## config.mk

```make
export PLATFORM = sky130hd
export DESIGN_NAME = watch_timekeeper
export DESIGN_NICKNAME = d
export VERILOG_FILES = /design/src/rtl/watch_pkg.sv /design/src/rtl/watch_mod_counter.sv /design/src/rtl/watch_timekeeper.sv
export SDC_FILE = /design/constraint.sdc
export NUM_CORES = 1
export LEC_CHECK = 0
export BUFFER_PORTS_ARGS = -buffer_cell sky130_fd_sc_hd__buf_2
export CORE_ASPECT_RATIO = 0.6
export CORE_MARGIN = 2
export CORE_UTILIZATION = 55
export DETAILED_ROUTE_END_ITERATION = 12
export PLACE_DENSITY_LB_ADDON = 0.25
export SLEW_MARGIN = 30
export SYNTH_ARGS = -nofsm -noshare
export SYNTH_HDL_FRONTEND = slang
export SYNTH_SLANG_ARGS = --single-unit
```

## constraint.sdc

```tcl
create_clock -name clk -period 7.5 [get_ports clk]
set_clock_uncertainty 0.2 [all_clocks]
set_input_delay 0.75 -clock clk [delete_from_list [all_inputs] [get_ports clk]]
set_output_delay 0.75 -clock clk [all_outputs]
set_load 0.1 [all_outputs]
```

## src/rtl/watch_pkg.sv

```systemverilog
// Shared time-of-day field limits and widths for the watch datapath and display blocks.
package watch_pkg;

    localparam int SEC_MAX  = 59;
    localparam int MIN_MAX  = 59;
    localparam int HOUR_MAX = 23;

    localparam int HOUR_W = 5;
    localparam int MIN_W  = 6;
    localparam int SEC_W  = 6;

endpackage

```

## src/rtl/watch_mod_counter.sv

```systemverilog
// Modulo-(MAX+1) up/down counter with synchronous clear and a same-edge carry on MAX->0.
module watch_mod_counter #(
    parameter int MAX = 59,
    parameter int W   = 6
) (
    input  logic         clk,
    input  logic         reset,
    input  logic         clr,
    input  logic         inc,
    input  logic         dec,
    output logic [W-1:0] value,
    output logic         carry
);

    logic [W-1:0] value_q, value_d;

    always_comb begin
        value_d = value_q;
        if (clr) begin
            value_d = '0;
        end else if (inc && !dec) begin
            value_d = (value_q == W'(MAX)) ? '0 : value_q + 1'b1;
        end else if (dec && !inc) begin
            value_d = (value_q == '0) ? W'(MAX) : value_q - 1'b1;
        end
    end

    always_ff @(posedge clk or negedge reset) begin
        if (!reset) begin
            value_q <= '0;
        end else begin
            value_q <= value_d;
        end
    end

    // Combinational so the next field can step on the very same edge.
    assign carry = inc && !dec && !clr && (value_q == W'(MAX));
    assign value = value_q;

endmodule

```

## src/rtl/watch_timekeeper.sv

```systemverilog
// Time-of-day and stopwatch datapath: 1 Hz prescalers, carry chain, and edge-triggered set steps.
module watch_timekeeper
    import watch_pkg::*;
#(
    parameter int TICK_DIV = 32768,
    parameter int DIV_W    = $clog2(TICK_DIV)
) (
    input  logic              clk,
    input  logic              reset,
    input  logic              run_time,
    input  logic              inc_h,
    input  logic              dec_h,
    input  logic              inc_m,
    input  logic              dec_m,
    input  logic              run_stopwatch,
    input  logic              reset_stopwatch,
    output logic [HOUR_W-1:0] hours,
    output logic [MIN_W-1:0]  minutes,
    output logic [SEC_W-1:0]  seconds,
    output logic [MIN_W-1:0]  sw_min,
    output logic [SEC_W-1:0]  sw_sec,
    output logic              tick_1hz,
    output logic              sw_wrap
);

    localparam logic [DIV_W-1:0] DIV_LAST = DIV_W'(TICK_DIV - 1);

    logic [DIV_W-1:0] tdiv_q, tdiv_d;
    logic [DIV_W-1:0] sdiv_q, sdiv_d;
    logic             inc_h_q, dec_h_q, inc_m_q, dec_m_q;
    logic             tick_q, sw_wrap_q;

    logic t_wrap, s_wrap;
    logic step_inc_h, step_dec_h, step_inc_m, step_dec_m, min_step;
    logic sec_carry, min_carry, hour_carry_unused;
    logic sw_sec_carry, sw_min_carry;

    assign t_wrap = run_time && (tdiv_q == DIV_LAST);
    assign s_wrap = !reset_stopwatch && run_stopwatch && (sdiv_q == DIV_LAST);

    // Steps only on a rising edge; history still tracks while running so a held
    // button does not fire when run_time drops.
    assign step_inc_h = !run_time && inc_h && !inc_h_q;
    assign step_dec_h = !run_time && dec_h && !dec_h_q;
    assign step_inc_m = !run_time && inc_m && !inc_m_q;
    assign step_dec_m = !run_time && dec_m && !dec_m_q;
    assign min_step   = step_inc_m ^ step_dec_m;

    always_comb begin
        tdiv_d = '0;
        if (run_time && !t_wrap) begin
            tdiv_d = tdiv_q + 1'b1;
        end
    end

    always_comb begin
        sdiv_d = sdiv_q;
        if (reset_stopwatch) begin
            sdiv_d = '0;
        end else if (run_stopwatch) begin
            sdiv_d = s_wrap ? '0 : sdiv_q + 1'b1;
        end
    end

    always_ff @(posedge clk or negedge reset) begin
        if (!reset) begin
            tdiv_q    <= '0;
            sdiv_q    <= '0;
            inc_h_q   <= 1'b0;
            dec_h_q   <= 1'b0;
            inc_m_q   <= 1'b0;
            dec_m_q   <= 1'b0;
            tick_q    <= 1'b0;
            sw_wrap_q <= 1'b0;
        end else begin
            tdiv_q    <= tdiv_d;
            sdiv_q    <= sdiv_d;
            inc_h_q   <= inc_h;
            dec_h_q   <= dec_h;
            inc_m_q   <= inc_m;
            dec_m_q   <= dec_m;
            tick_q    <= t_wrap;
            sw_wrap_q <= sw_min_carry;
        end
    end

    watch_mod_counter #(.MAX(SEC_MAX), .W(SEC_W)) u_seconds (
        .clk   (clk),
        .reset (reset),
        .clr   (min_step),
        .inc   (t_wrap),
        .dec   (1'b0),
        .value (seconds),
        .carry (sec_carry)
    );

    watch_mod_counter #(.MAX(MIN_MAX), .W(MIN_W)) u_minutes (
        .clk   (clk),
        .reset (reset),
        .clr   (1'b0),
        .inc   (sec_carry || step_inc_m),
        .dec   (step_dec_m),
        .value (minutes),
        .carry (min_carry)
    );

    // A manual minute wrap must not borrow into hours, so only running carries propagate.
    watch_mod_counter #(.MAX(HOUR_MAX), .W(HOUR_W)) u_hours (
        .clk   (clk),
        .reset (reset),
        .clr   (1'b0),
        .inc   ((min_carry && run_time) || step_inc_h),
        .dec   (step_dec_h),
        .value (hours),
        .carry (hour_carry_unused)
    );

    watch_mod_counter #(.MAX(SEC_MAX), .W(SEC_W)) u_sw_sec (
        .clk   (clk),
        .reset (reset),
        .clr   (reset_stopwatch),
        .inc   (s_wrap),
        .dec   (1'b0),
        .value (sw_sec),
        .carry (sw_sec_carry)
    );

    watch_mod_counter #(.MAX(MIN_MAX), .W(MIN_W)) u_sw_min (
        .clk   (clk),
        .reset (reset),
        .clr   (reset_stopwatch),
        .inc   (sw_sec_carry),
        .dec   (1'b0),
        .value (sw_min),
        .carry (sw_min_carry)
    );

    assign tick_1hz = tick_q;
    assign sw_wrap  = sw_wrap_q;

endmodule

```

==> results.json <==
{
  "end_kind": "flop",
  "drtAntennaViolNets": 0,
  "p_leak_nw": 1.80,
  "tns_ns": 0,
  "synth-edff-count": 0,
  "period_needed_ns": 3.98,
  "synth_cells": 388,
  "synth.ff_latch_count": 65,
  "cts_made_buffers": 9,
  "hold_path_class": "flop to flop",
  "worstPathMaxFanout": 15,
  "outcome": "completed",
  "start_util": 0.583,
  "slew_headroom": 0.419,
  "cts_tree": "done",
  "slew_violations": 0,
  "routabilityCongestion": 0.910,
  "globalRouteTotalUtil": 0.237,
  "drtIter0Drc": 302,
  "synth_cell_types": 62,
  "syn_to_final_growth_pct": 12.9,
  "antennaDiodeCount": 0,
  "floorplan.rows": 22,
  "yosysSeqAreaShare": 0.445,
  "post-cts-setup-buffers": 0,
  "worstPathRequired_ns": 7.59,
  "grt_pass1_wl_um": 13600,
  "total_power_mw": 1.15,
  "peakVddDrop_v": 0.000263,
  "worst_pin_slew_ns": 0.864,
  "cts.htree.levels": 3,
  "synth.avg_cell_area_um2": 9.43,
  "path_clk_slew_ns": 0.07,
  "worstHoldStart": "tdiv_q[0]",
  "cts_buffer_depth": 2,
  "clock-sinks": 65,
  "setup_viol": 0,
  "critPathLaunch": "tdiv_q[6]",
  "yosys_warnings": 0,
  "port_buffers": 39,
  "chipWidth_um": 109,
  "routedWlPerCell_um": 15.6,
  "finish.instance_area_um2": 4130,
  "syn_area_um2": 3660,
  "grt_pass1_vias": 2852,
  "synth.net_count": 409,
  "max_freq_mhz": 251,
  "critPathArrivalTime_ns": 4.07,
  "cts_resized": 0,
  "worstSetupPathType": "flop to flop",
  "drc": 0,
  "final_nets": 447,
  "vias_per_cell": 6.10,
  "place_hpwl_um": 5480,
  "grt_start_max_net_pins": 66,
  "worst_setup_path_start_kind": "flop",
  "die_area_um2": 7340,
  "final_hold_viol_count": 0,
  "core_um2": 6280,
  "final.period_utilization": 0.531,
  "drt_first_pass_iters": 5,
  "synth_flop_cell": "dfrtp_1",
  "drt-total-wl_um": 8020,
  "reg2reg_from": "tdiv_q[6]",
  "multi_input_area_um2": 1890,
  "drv_cap": 0,
  "die_h_um": 67.2,
  "drive_above_1_share": 0.162,
  "regArea_um2": 1630,
  "async_flop_share": 1.00,
  "placed_cell_area_um2": 3910,
  "clock_latency_ns": 0.35,
  "ios": 40,
  "grt-ovfl-total": 0,
  "antenna_found_initial": 0,
  "cts_hold_buffers": 0,
  "cts_root_buf": "clkbuf_8",
  "power_density_nw_per_um2": 279,
  "rsz0062_at_grt": "false",
  "vias": 3141,
  "fillCellCount": 528
}
layout by cell type, fill, tap and decap left out, types with 3 or more instances in the layout:
master | synthesis | layout
a211o_1 | 4 | 4
a21oi_1 | 19 | 19
a311oi_1 | 5 | 5
a41oi_1 | 3 | 3
and3_1 | 6 | 6
and4_1 | 3 | 3
buf_2 | 3 | 39
clkbuf_8 | 0 | 9
dfrtp_1 | 65 | 65
ha_1 | 12 | 12
inv_1 | 21 | 21
mux2i_1 | 3 | 3
nand2_1 | 26 | 26
nand2b_1 | 3 | 3
nand3_1 | 21 | 21
nand4_1 | 11 | 11
nor2_1 | 38 | 38
nor2b_1 | 3 | 3
nor3_1 | 9 | 9
nor4_1 | 9 | 9
o211ai_1 | 3 | 3
o21ai_0 | 15 | 15
o221ai_1 | 3 | 3
o22ai_1 | 3 | 3
o31ai_1 | 6 | 6
o32ai_1 | 3 | 3
or2_2 | 3 | 3
or3_1 | 5 | 5
or4_1 | 10 | 10
xnor2_1 | 14 | 14
xor2_1 | 12 | 12
cells in the mapped netlist (3+ instances only):
cell	n	area (um^2)
a211o_1	4	35.0
a21oi_1	19	95.1
a311oi_1	5	43.8
a41oi_1	3	26.3
and3_1	6	37.5
and4_1	3	26.3
buf_2	3	15.0
clkbuf_1	10	37.5
dfrtp_1	65	1630
ha_1	12	150
inv_1	21	78.8
mux2i_1	3	30.0
nand2_1	26	97.6
nand2b_1	3	18.8
nand3_1	21	105
nand4_1	11	68.8
nor2_1	38	143
nor2b_1	3	18.8
nor3_1	9	45.0
nor4_1	9	56.3
o211ai_1	3	22.5
o21ai_0	15	75.1
o221ai_1	3	26.3
o22ai_1	3	18.8
o31ai_1	6	45.0
o32ai_1	3	26.3
or2_2	3	18.8
or3_1	5	31.3
or4_1	10	75.1
xnor2_1	14	123
xor2_1	12	105
per-stage QoR:
step | instances | util | hold slack [ns] | worst slack (ns)
after floorplan | 388 | - | 0.224 | 3.89
after global placement | 499 | 0.623 | 0.239 | 3.66
after detailed placement | 499 | 0.623 | 0.246 | 3.52
after CTS | 515 | 0.658 | 0.257 | 3.51
after global routing | 515 | 0.658 | 0.279 | 3.17
final | 515 | 0.658 | 0.251 | 3.52
routing by layer:
| layer | part of all wire | global-route usage | vias up |
|---|---|---|---|
| met5 | 0 | 0 | - |
| met4 | 0.0072 | 0.0585 | 0 |
| met3 | 0.060 | 0.0676 | 5 |
| met2 | 0.43 | 0.347 | 108 |
| met1 | 0.50 | 0.346 | 1511 |
| li1 | - | - | 1517 |
where the power goes:
part	switching [mW]	internal, mW
clock	0.142	0.187
sequential	0.0609	0.380
combinational	0.296	0.0874
area by class of cell:
type	instances	share of cell area
Timing Repair Buffer	41	0.0509
Clock inverter	7	0.0230
Clock buffer	9	0.0300
Multi-Input combinational cell	287	0.457
Tap cell	84	0.0255
Inverter	22	0.0200
Sequential cell	65	0.394
worst max-delay path: stages, from the launching register on:
cell	delay [ns]
dfrtp_1	0.42
nand4_1	0.34
or4_1	0.69
o22ai_1	0.16
ha_1	0.50
inv_1	0.19
o32ai_1	0.32
ha_1	0.38
a31oi_1	0.15
or4_1	0.49
nand2_1	0.07
sequential cells by signal (all words and copies together), names as in the netlist:
register and cells:
tick_1hz 1, u_minutes.value 6, sw_wrap 1, sdiv_q 15, u_hours.value 5, inc_m_q 1
inc_h_q 1, u_sw_sec.value 6, dec_m_q 1, u_sw_min.value 6, dec_h_q 1, tdiv_q 15
u_seconds.value 6
final timing paths:
check,end,slack [ns],depth (start not counted)
worst min-delay path,tdiv_q[0],0.25,1
worst min register to register,tdiv_q[0],0.25,1
worst max register to register,u_hours.value[4],3.52,10
max in group asynchronous,u_minutes.value[3],6.20,2
worst max-delay path,u_hours.value[4],3.52,10
min in group asynchronous,sw_wrap,0.37,2
kinds of logic after synthesis:
family                     Yosys count  share of synthesized area
AOI/OAI and AO/OA                   85                      0.162
xor gates and xnor gates            26                     0.0622
adders and majority gates           12                     0.0410
buffers and inverters               36                     0.0400
DFF                                 65                      0.445
muxes                                4                     0.0113
and+or+nand+nor                    160                      0.239
Power figures use the tool's default switching activity.
